--- config.mk ---
export PLATFORM = sky130hd
export DESIGN_NAME = imem_boot_ctrl
export DESIGN_NICKNAME = d
export VERILOG_FILES = /design/src/rtl/imem_boot_ctrl.sv
export SDC_FILE = /design/constraint.sdc
export NUM_CORES = 1
export LEC_CHECK = 0
export BUFFER_PORTS_ARGS = -buffer_cell sky130_fd_sc_hd__buf_2
export CELL_PAD_IN_SITES_DETAIL_PLACEMENT = 1
export CELL_PAD_IN_SITES_GLOBAL_PLACEMENT = 1
export CORE_MARGIN = 10
export CORE_UTILIZATION = 40
export CTS_BUF_LIST = sky130_fd_sc_hd__clkbuf_4
export CTS_CLUSTER_SIZE = 28
export DETAILED_ROUTE_END_ITERATION = 6
export HOLD_SLACK_MARGIN = 0.12
export PLACE_DENSITY = 0.88
export SLEW_MARGIN = 20
export SYNTH_ARGS = -nofsm -noshare
export SYNTH_HDL_FRONTEND = slang
export SYNTH_SLANG_ARGS = --single-unit
export TNS_END_PERCENT = 5
--- constraint.sdc ---
create_clock -name clk -period 4.5 [get_ports clk]
set_clock_uncertainty 0.2 [all_clocks]
set_input_delay 0.45 -clock clk [delete_from_list [all_inputs] [get_ports clk]]
set_output_delay 0.45 -clock clk [all_outputs]
set_load 0.03 [all_outputs]
--- src/rtl/imem_boot_ctrl.sv ---
// Boot/load controller: holds the core halted, streams host bytes into the instruction
// store as little-endian words, then releases the core and passes fetches through.
module imem_boot_ctrl #(
   parameter int unsigned ADDRESS_WIDTH = 16,
   parameter int unsigned DATA_WIDTH    = 32
) (
   input  logic                       clk,
   input  logic                       rst_n,
   input  logic                       start,
   input  logic [ADDRESS_WIDTH-2:0]   load_len,
   input  logic                       byte_valid,
   input  logic [7:0]                 byte_data,
   output logic                       byte_ready,
   input  logic [ADDRESS_WIDTH-1:0]   cpu_addr,
   output logic [DATA_WIDTH-1:0]      cpu_instr,
   output logic                       cpu_en,
   output logic [ADDRESS_WIDTH-1:0]   mem_raddr,
   input  logic [DATA_WIDTH-1:0]      mem_rdata,
   output logic                       mem_we,
   output logic [ADDRESS_WIDTH-3:0]   mem_waddr,
   output logic [DATA_WIDTH-1:0]      mem_wdata,
   output logic                       busy,
   output logic                       done,
   output logic                       err
);

   localparam int unsigned LenW = ADDRESS_WIDTH - 1;
   localparam logic [LenW-1:0] MaxWords = LenW'(1) << (ADDRESS_WIDTH - 2);
   localparam logic [DATA_WIDTH-1:0] Nop = DATA_WIDTH'(32'h0000_0013);

   typedef enum logic [1:0] {StHalt, StLoad, StRun} state_e;

   state_e                  state_q, state_d;
   logic [LenW-1:0]         len_q, len_d;
   logic [LenW-1:0]         wcnt_q, wcnt_d;
   logic [1:0]              bcnt_q, bcnt_d;
   logic [23:0]             asm_q, asm_d;
   logic                    we_q, we_d;
   logic [DATA_WIDTH-1:0]   wdata_q, wdata_d;
   logic                    done_q, done_d;
   logic                    err_q, err_d;

   logic                    start_acc;
   logic                    accept;
   logic                    last_word;
   logic [LenW-1:0]         len_clamped;

   // done_q in LOAD marks the final-write cycle; no further bytes are taken then.
   assign byte_ready  = (state_q == StLoad) && !done_q;
   assign accept      = byte_valid && byte_ready;
   assign start_acc   = start && (state_q != StLoad);
   assign last_word   = (wcnt_q == len_q - LenW'(1));
   assign len_clamped = (load_len > MaxWords) ? MaxWords : load_len;

   always_comb begin
      state_d = state_q;
      len_d   = len_q;
      wcnt_d  = wcnt_q;
      bcnt_d  = bcnt_q;
      asm_d   = asm_q;
      we_d    = 1'b0;
      wdata_d = wdata_q;
      done_d  = 1'b0;
      err_d   = err_q;

      if (we_q) begin
         wcnt_d = wcnt_q + LenW'(1);
      end

      unique case (state_q)
         StHalt: ;
         StLoad: begin
            if (start) begin
               err_d = 1'b1;
            end
            if (accept) begin
               bcnt_d = bcnt_q + 2'd1;
               unique case (bcnt_q)
                  2'd0: asm_d[7:0]   = byte_data;
                  2'd1: asm_d[15:8]  = byte_data;
                  2'd2: asm_d[23:16] = byte_data;
                  2'd3: begin
                     we_d    = 1'b1;
                     wdata_d = DATA_WIDTH'({byte_data, asm_q});
                     done_d  = last_word;
                  end
               endcase
            end
            if (done_q) begin
               state_d = StRun;
            end
         end
         StRun: begin
            if (cpu_addr[1:0] != 2'b00) begin
               err_d = 1'b1;
            end
         end
         default: state_d = StHalt;
      endcase

      // An accepted start overrides any error raised in the same cycle.
      if (start_acc) begin
         len_d   = len_clamped;
         err_d   = 1'b0;
         bcnt_d  = 2'd0;
         wcnt_d  = '0;
         done_d  = (len_clamped == '0);
         state_d = (len_clamped == '0) ? StRun : StLoad;
      end
   end

   always_ff @(posedge clk or negedge rst_n) begin
      if (!rst_n) begin
         state_q <= StHalt;
         len_q   <= '0;
         wcnt_q  <= '0;
         bcnt_q  <= 2'd0;
         asm_q   <= '0;
         we_q    <= 1'b0;
         wdata_q <= '0;
         done_q  <= 1'b0;
         err_q   <= 1'b0;
      end else begin
         state_q <= state_d;
         len_q   <= len_d;
         wcnt_q  <= wcnt_d;
         bcnt_q  <= bcnt_d;
         asm_q   <= asm_d;
         we_q    <= we_d;
         wdata_q <= wdata_d;
         done_q  <= done_d;
         err_q   <= err_d;
      end
   end

   assign cpu_en    = (state_q == StRun);
   assign busy      = (state_q == StLoad);
   assign mem_we    = we_q;
   assign mem_waddr = wcnt_q[ADDRESS_WIDTH-3:0];
   assign mem_wdata = wdata_q;
   assign done      = done_q;
   assign err       = err_q;
   assign mem_raddr = cpu_addr;
   assign cpu_instr = (cpu_en && (cpu_addr[1:0] == 2'b00)) ? mem_rdata : Nop;

endmodule

=== Word level (Yosys, flattened, before mapping) ===
Index checks and enable logic that the tools add are counted.

* Flip-flop bits (word level): 93
* Input port bits: 75
* Output and inout port bits: 100
* Word-level logic and storage cells: 70

* Add/subtract/negate cells: 3
* Order comparisons: 1
* Equal/unequal tests: 11
* Muxes and demuxes: 22
* Reduce and logical (&&, ||, !) cells: 22

{| class="wikitable"
|+ Operators by type and width
! cell !! count
|-
| $mux 15 || 3
|-
| $mux 32 || 1
|-
| $add 15x1->15 const B || 1
|-
| $eq 15x15->1 || 1
|-
| $gt 15x15->1 const B || 1
|-
| $logic_not 15->1 || 1
|-
| $reduce_and 3->1 || 5
|-
| $sub 15x1->15 const B || 1
|-
| $mux 2 || 6
|-
| $mux 1 || 10
|-
| $reduce_bool 2->1 || 4
|-
| $eq 2x2->1 const B || 3
|-
| $logic_not 2->1 || 3
|-
| $ne 3x1->1 const B || 2
|-
| $eq 2x1->1 const B || 2
|-
| $logic_and 1x1->1 || 4
|-
| $ne 2x1->1 const B || 2
|-
| $pmux 2 s2 || 1
|-
| $reduce_and 2->1 || 2
|-
| $ne 3x2->1 const B || 1
|-
| $reduce_bool 3->1 || 1
|-
| $add 2x1->2 const B || 1
|-
| $pmux 1 s2 || 1
|-
| $reduce_or 2->1 || 1
|-
| $logic_not 1->1 || 1
|}

=== Longest topological paths before layout ===
Gate-level depths: netlist of the first run.

* Depth in word-level cells: 6
* Mapped depth: 9
* Gate-level depth less buffers: 8

=== Worst setup path before layout of the first run ===
Ideal clock, no wire load.

* Path type: flip-flop to flip-flop
* Start point: register state_q[1]
* End point: register done_q, in the netlist done
* Setup time: 104 ps
* Data arrival time: 2726 ps
* Data required time: 4196 ps
* Slack: 1470 ps
* Cell stages (with the launch flop): 9
* Buffers on the path: 0
* Period minus slack after synthesis: 3030 ps
* Cell sequence: dfrtp_1 > inv_1 > ha_1 > nor2b_1 > nand3_1 > nor3_1 > nand4_1 > a2111o_1 > o41ai_2

* Word-level cells in the longest chain between the ends: 6
* Elaborated cells between the ends (all ways): 8
* Those cells by class: eq/ne: 2; mux: 3; reduce/logical: 3

{| class="wikitable"
|+ Ends and longest elaborated chain
! what !! line !! source
|-
| start, declared || 33 || <nowiki>state_e state_q, state_d;</nowiki>
|-
| start signal, assigned || 114 || <nowiki>state_q <= StHalt;</nowiki>
|-
| start signal, assigned || 124 || <nowiki>state_q <= state_d;</nowiki>
|-
| $eq 2x1->1 || -- ||
|-
| named net busy || 22 || <nowiki>output logic busy,</nowiki>
|-
| $logic_and 1x1->1 || 49 || <nowiki>assign byte_ready = (state_q == StLoad) && !done_q;</nowiki>
|-
| named net byte_ready || 13 || <nowiki>output logic byte_ready,</nowiki>
|-
| $logic_and 1x1->1 || 50 || <nowiki>assign accept = byte_valid && byte_ready;</nowiki>
|-
| $mux 1 || 76 || <nowiki>if (accept) begin</nowiki>
|-
| $mux 1 || 70 || <nowiki>unique case (state_q)</nowiki>
|-
| $mux 1 || 102 || <nowiki>if (start_acc) begin</nowiki>
|-
| named net done_d || 40 || <nowiki>logic done_q, done_d;</nowiki>
|-
| end signal, assigned || 131 || <nowiki>done_q <= done_d;</nowiki>
|-
| end, declared || 40 ||
|}

The timed path passes the listed nets, and every way through them passes these cells.
A chain may end at the register's enable or synchronous reset.

=== Final worst setup path of the first run ===
* Start point: register state_q[0]
* End point: output cpu_instr[8]

* Word-level cells in the longest chain between the ends: 3

{| class="wikitable"
|+ Ends and longest elaborated chain
! what !! line !! source
|-
| $eq 2x2->1 || 136 || <nowiki>assign cpu_en = (state_q == StRun);</nowiki>
|-
| $logic_and 1x1->1 || 144 || <nowiki>assign cpu_instr = (cpu_en && (cpu_addr[1:0] == 2'b00)) ? mem_rdata : Nop;</nowiki>
|-
| $mux 32 || 144 ||
|-
| end, declared || 15 || <nowiki>output logic [DATA_WIDTH-1:0] cpu_instr,</nowiki>
|}

Every way passes these cells.

==> run_results.csv, run 1 <==
group,metric,value,unit
detailed_routing,ant_nets,0,
power,power.total,3.126,mW
sta,rsz0062_at_grt,"no",
critical_path,worst_r2r_path_depth,8,
critical_path,reg2reg_from,"len_q[0]",
place,place.gp.congestion,0.8126,
logic_synthesis,ys_ff_latch,93,
critical_path,crit_end,"cpu_instr[8]",
critical_path,cp.arrival,2.44,ns
place,dp_cells,675,
global_routing,grt_pass1_vias,4172,
die,die_x,128.9,um
cts,cts_tree,"done",
logic_synthesis,synth_cell_types,44,
detailed_routing,dr.pass1.iters,4,
critical_path,cp_cell_sequence,"inv_1 -> ha_1 -> nor3b_4 -> and2_1 -> buf_2",
die,die_area,0.01661,mm2
detailed_routing,post-route-drc-count,0,
logic_synthesis,async_flop_share,1.000,
die,ioPinCount,175,
critical_path,reg2reg_setup_slack,1.43,ns
critical_path,cp.depth,5,
power,clockPowerShare,0.141,
sta,setup_violations,0,
power,p_comb_frac,0.433,
sta,hold_viol_final,0,
layout,final_area,0.005793,mm2
die,fp.coreArea,0.01152,mm2
cts,clk_pin_slew,0.16,ns
detailed_routing,drt_iter0_markers,148,
critical_path,cp-end-kind,"output pin",
run_status,outcome,"completed",
logic_synthesis,syn_avg_cell_area,11.00,um2
sta,setup_slack,1.408,ns
global_routing,grt_max_degree,52,
layout,antenna-diode-count,0,
cts,cts_max_path_buffers,2,
logic_synthesis,netlist_instances,431,
logic_synthesis,syn-num-nets,515,
layout,fin_nets,654,
job,maxCapViolations,0,
critical_path,path_max_fanout,33,
critical_path,start_kind,"flop",
detailed_routing,vias,3629,
cts,cts_sinks,93,
cts,cts_buffers,9,
critical_path,crit_path_max_incr_delay,0.79,ns
cts,clk_latency,0.45,ns
cts,cts_root_buf,"clkbuf_4",
critical_path,worst_r2r_endpoint,"done",
logic_synthesis,yosysWarningCount,0,
critical_path,worst_path_max_delay_cell,"nor3b_4",
place,place_ws,1.481,ns
critical_path,required,3.85,ns
logic_synthesis,synth_top_area_cell,"dfrtp_1",
cts,cts_max_level,3,
power,swShare,0.4276,
place,dp_hpwl,10.44,mm
cts,postCtsSetupBuffers,0,
power,power_density,539.7,mW/mm2
critical_path,critPathKind,"flop to output pin",
global_routing,grt_first_pass_wirelength,22.27,mm
die,start_util,0.4117,
sta,slew_viol_final,0,
power,p_leak,2.992,nW
layout,drive_gt1_frac,0.3426,
global_routing,grt_antenna_before_repair,0,
critical_path,startpoint,"state_q[0]",
hold_path,whs_path_depth,4,
logic_synthesis,netlist_area,0.004741,mm2
sta,period_share,0.6870,
die,fp.dieH,128.9,um
critical_path,cp_top_family,"simple AND/OR/NAND/NOR gates",
logic_synthesis,synth-seq-area-share,0.4909,
detailed_routing,routed_wl,13.77,mm
power,p_sw,1.337,mW
power,intPower,1.790,mW
place,place_area,0.005378,mm2
layout,area_delta_synth_final,22.20,%
global_routing,track_usage,0.1668,
sta,setup_tns,0,ns
sta,finalCriticalPeriod,3.092,ns
detailed_routing,wl_per_cell,19.17,um
critical_path,path_buf_inv,2,
die,placementRows,39,
power,ir_drop,0.0004110,V
layout,fillCellCount,1309,
sta,worst_pin_slew,0.9212,ns
place,io_buffer_count,146,
power,p_seq_frac,0.426,
sta,maxSlewHeadroom,0.3852,
global_routing,gr-total-overflow,0,
cts,cts_resized,0,
logic_synthesis,ys.flop_type,"dfrtp_1",
layout,final_core_util,0.5030,
logic_synthesis,synth_top_area_share,0.4909,
sta,holdWs,0.2145,ns
detailed_routing,vias_per_cell,5.054,
logic_synthesis,synth_edf_count,0,
sta,max_clock_freq,323.5,MHz
logic_synthesis,synth_area_leaders,"dfrtp_1 (49%), mux2_1 (6.7%), mux2_2 (6.7%), buf_4 (4.8%), and2_1 (4.2%)",
layout,final_cells,718,
hold_path,hp-class,"input pin to flop",
-- layer usage --
| metal | wire length, um | global-route usage | vias up | share of wire |
|---|---|---|---|---|
| met5 | 0 | 0 | - | 0 |
| met4 | 211 | 0.04348 | 0 | 0.015 |
| met3 | 948 | 0.06078 | 24 | 0.069 |
| met2 | 7201 | 0.3049 | 83 | 0.52 |
| met1 | 5405 | 0.1778 | 1810 | 0.39 |
| li1 | - | - | 1712 | - |
-- flip-flops by register name (all words and copies together), names as in the netlist --
register   flops
mem_wdata     32
asm_q         24
len_q         15
wcnt_q        15
bcnt_q         2
state_q        2
done           1
err            1
mem_we         1
-- synthesized netlist by cell type, types with 2 or more instances --
cell type  count
clkbuf_1      15
nand3b_1       4
o21ai_1        2
ha_1           9
or3_1          4
o22ai_1        3
o21ai_0        3
nand2_1       30
a31oi_1        4
dfrtp_1       93
nand3_1        7
nand4_1        6
a22o_1         7
nand2b_1       5
nor2b_1        4
and3_1         4
and2_1        32
xor2_1        19
o21a_1         3
a32oi_1        2
nor2_1        30
inv_1         10
buf_4         30
a21oi_1        5
mux2_2        28
xnor2_1       16
mux2_1        28
nor3_1         4
nor4_1         9
-- what timing repair did --
action                                  4_1_cts  5_1_grt
hold endpoints to repair                     89        0
hold buffers                                 27        0
endpoints found under the setup margin        0        0
-- final cells by class --
type	instances	area [um2]	share of cell area
clock buffer	9	67.56	0.01166
clock inverter	7	66.31	0.01145
inverter	11	41.29	0.007127
multi-input combinational	280	2093	0.3613
sequential	93	2327	0.4017
tap	143	178.9	0.03089
timing repair buffer	175	1018	0.1758
-- power groups by stage --
stage | registers [mW] | clock network [mW] | logic (mW)
finish | 1.33 | 0.442 | 1.35
global route | 1.37 | 0.497 | 1.49
CTS | 1.33 | 0.466 | 1.36
detailed placement | 1.35 | 0 | 1.33
global placement | 1.32 | 0 | 1.27
floorplan | 1.48 | 0 | 0.823
-- cells in the final DEF, fill, tap and decap left out, drive strengths merged, types with 3 or more instances in the layout --
cell,instances
a21oi,5
a22o,7
a31oi,4
and2,32
and3,4
buf,148
clkbuf,9
dfrtp,93
dlygate4sd3,27
ha,9
inv,15
mux2,56
nand2,30
nand2b,5
nand3,7
nand3b,4
nand4,6
nor2,30
nor2b,4
nor3,4
nor4,9
o21a,3
o21ai,5
o22ai,3
or3,4
xnor2,17
xor2,19
-- worst min path at each step --
stage	from	to	slack [ns]
2_1_floorplan	rst_n	asm_q[0]	-0.05
3_5_place_dp	rst_n	len_q[10]	0.26
5_1_grt	start	err	0.26
4_1_cts	start	state_q[1]	0.17
6_report	start	state_q[1]	0.21
3_3_place_gp	rst_n	len_q[10]	0.26
-- cell families (layout without fill, tap and decap cells) --
kind of cell,Yosys count,after routing,synth area share
fa+ha+maj,9,9,0.02375
xor+xnor,36,36,0.06809
simple gates,142,142,0.1554
buf+inv,58,202,0.07152
flops,93,93,0.4909
mux,57,57,0.1351
compound gates,36,36,0.05516
-- worst reg2reg max path, cell delays in order, from the launching register on --
cell      delay [ns]
dfrtp_1         0.45
inv_1           0.09
ha_1            0.20
or4b_1          0.69
xnor2_2         0.24
a32oi_1         0.11
or3_1           0.33
a2111o_1        0.43
o41ai_2         0.24
Note: power is estimated with default switching activity, not from simulation.
==> inputs of run 2 (changes only) <==
CORE_UTILIZATION = 35   (was 40)
PLACE_DENSITY = 0.82   (was 0.88)
clock period = 2.59 ns   (was 4.5 ns; I/O delays follow)
==> run_results.csv, run 2 (synthesized netlist as in run 1, its figures left out) <==
group,metric,value,unit
run_status,outcome,"complete, but fails checks",
run_status,violations,"negative setup slack",
layout,fin_nets,669,
sta,slew_viol_final,0,
sta,max_clock_freq,378.1,MHz
power,power_density,952.2,mW/mm2
power,clockPowerShare,0.149,
detailed_routing,ant_nets,0,
hold_path,hp-class,"input pin to asynchronous set/reset pin",
detailed_routing,routed_wl,14.19,mm
critical_path,required,2.76,ns
layout,antenna-diode-count,0,
place,place.gp.congestion,0.8341,
power,p_sw,2.354,mW
layout,layout_common_cells,"buf_2 (144), dfrtp_1 (93), and2_1 (32)",
global_routing,grt_pass1_vias,4159,
layout,mostFrequentLayoutCell,"buf_2",
power,p_seq_frac,0.402,
detailed_routing,post-route-drc-count,0,
die,die_x,136.4,um
layout,area_delta_synth_final,27.03,%
place,dp_cells,720,
job,maxCapViolations,0,
critical_path,cp.arrival,2.82,ns
detailed_routing,drt_iter0_markers,126,
power,power.total,5.734,mW
power,swShare,0.4105,
critical_path,reg2reg_setup_slack,-0.06,ns
power,p_leak,3.084,nW
sta,hold_viol_final,0,
critical_path,start_kind,"flop",
detailed_routing,wl_per_cell,18.52,um
die,start_util,0.3580,
power,p_comb_frac,0.449,
place,io_buffer_count,146,
cts,clk_latency,0.46,ns
sta,finalCriticalPeriod,2.645,ns
sta,maxSlewHeadroom,0.6441,
die,ioPinCount,175,
layout,largest_register_ffs,32,
layout,final_core_util,0.4547,
global_routing,track_usage,0.1545,
global_routing,grt_antenna_before_repair,0,
layout,fillCellCount,1509,
place,place_ws,-0.1167,ns
sta,setup_violations,1,
critical_path,cp-end-kind,"flop",
place,dp_hpwl,10.79,mm
layout,ff_latch_area,0.002327,mm2
cts,cts_sinks,93,
global_routing,gr-total-overflow,0,
layout,drive_gt1_frac,0.3695,
sta,setup_slack,-0.05509,ns
cts,cts_buffers,9,
global_routing,grt_first_pass_wirelength,22.87,mm
detailed_routing,vias,3751,
critical_path,critPathKind,"flop to flop",
cts,cts_max_path_buffers,2,
detailed_routing,dr.pass1.iters,6,
sta,rsz0062_at_grt,"yes",
cts,cts_max_level,3,
die,placementRows,42,
die,die_area,0.01860,mm2
detailed_routing,vias_per_cell,4.897,
sta,period_share,1.021,
power,intPower,3.380,mW
layout,final_cells,766,
die,fp.coreArea,0.01324,mm2
die,fp.dieH,136.4,um
cts,cts_root_buf,"clkbuf_4",
layout,multi_input_area,0.002123,mm2
cts,clk_pin_slew,0.16,ns
critical_path,path_max_fanout,6,
cts,cts_tree,"done",
global_routing,grt_max_degree,54,
power,ir_drop,0.0006519,V
sta,worst_pin_slew,0.5339,ns
[run 2: power groups by stage]
stage / registers, mW / logic [mW] / clock network (mW)
floorplan: 2.57 / 1.46 / 0
global placement: 2.29 / 2.39 / 0
detailed placement: 2.33 / 2.51 / 0
CTS: 2.30 / 2.58 / 0.884
global route: 2.38 / 2.82 / 0.936
finish: 2.31 / 2.58 / 0.853
[run 2: path summary, 6_finish.rpt]
check,startpoint,to,depth (start not counted)
setup / recovery,len_q[1],done,8
hold / removal,rst_n,state_q[0],2
setup reg to reg,len_q[1],done,8
hold reg to reg,asm_q[22],mem_wdata[22],1
max in group asynchronous,rst_n,wcnt_q[9],3
min in group clk,byte_valid,bcnt_q[0],4
[run 2: metrics by stage]
step	instance area, um2	hold WS (ns)	TNS, ns
global route	6022	0.1556	-0.1482
detailed placement	5538	0.07457	-0.1167
global placement	5538	0.06286	0
finish	6022	0.1127	-0.05509
CTS	5997	0.1307	-0.07726
floorplan	4757	-0.2366	-0.02977
[run 2: cell type report]
class / instances / area share
clock buffers: 10 / 0.01247
clock inverters: 6 / 0.01267
inverters: 11 / 0.006856
multi-input cells: 280 / 0.3526
flip-flops and latches: 93 / 0.3865
well taps: 176 / 0.03657
repair buffers: 190 / 0.1924
[run 2: critical path, stage by stage (launching register included)]
cell and delay [ns]:
dfrtp_1 0.42, inv_2 0.09, ha_4 0.13, or4b_4 0.52
xnor2_2 0.18, a32oi_1 0.11, or3_1 0.34, a2111o_1 0.39
o41ai_2 0.20
[run 2: what timing repair did]
action                                 4_1_cts  5_1_grt
setup buffers                                1        0
endpoints found under the hold margin      145        0
setup endpoints to repair                    1       30
gates resized for setup                      3        6
hold buffers                                29        0
pin swaps                                    2        2
cloned                                       0        0
[run 2: per-layer routing]
metal  share of wire  vias up  wire length (um)  GRT usage
met2            0.52       99              7410     0.2756
met3           0.069       23               983    0.05572
met5               0        -                 0          0
li1                -     1742                 -          -
met4           0.020        0               283    0.04320
met1            0.39     1887              5512     0.1686
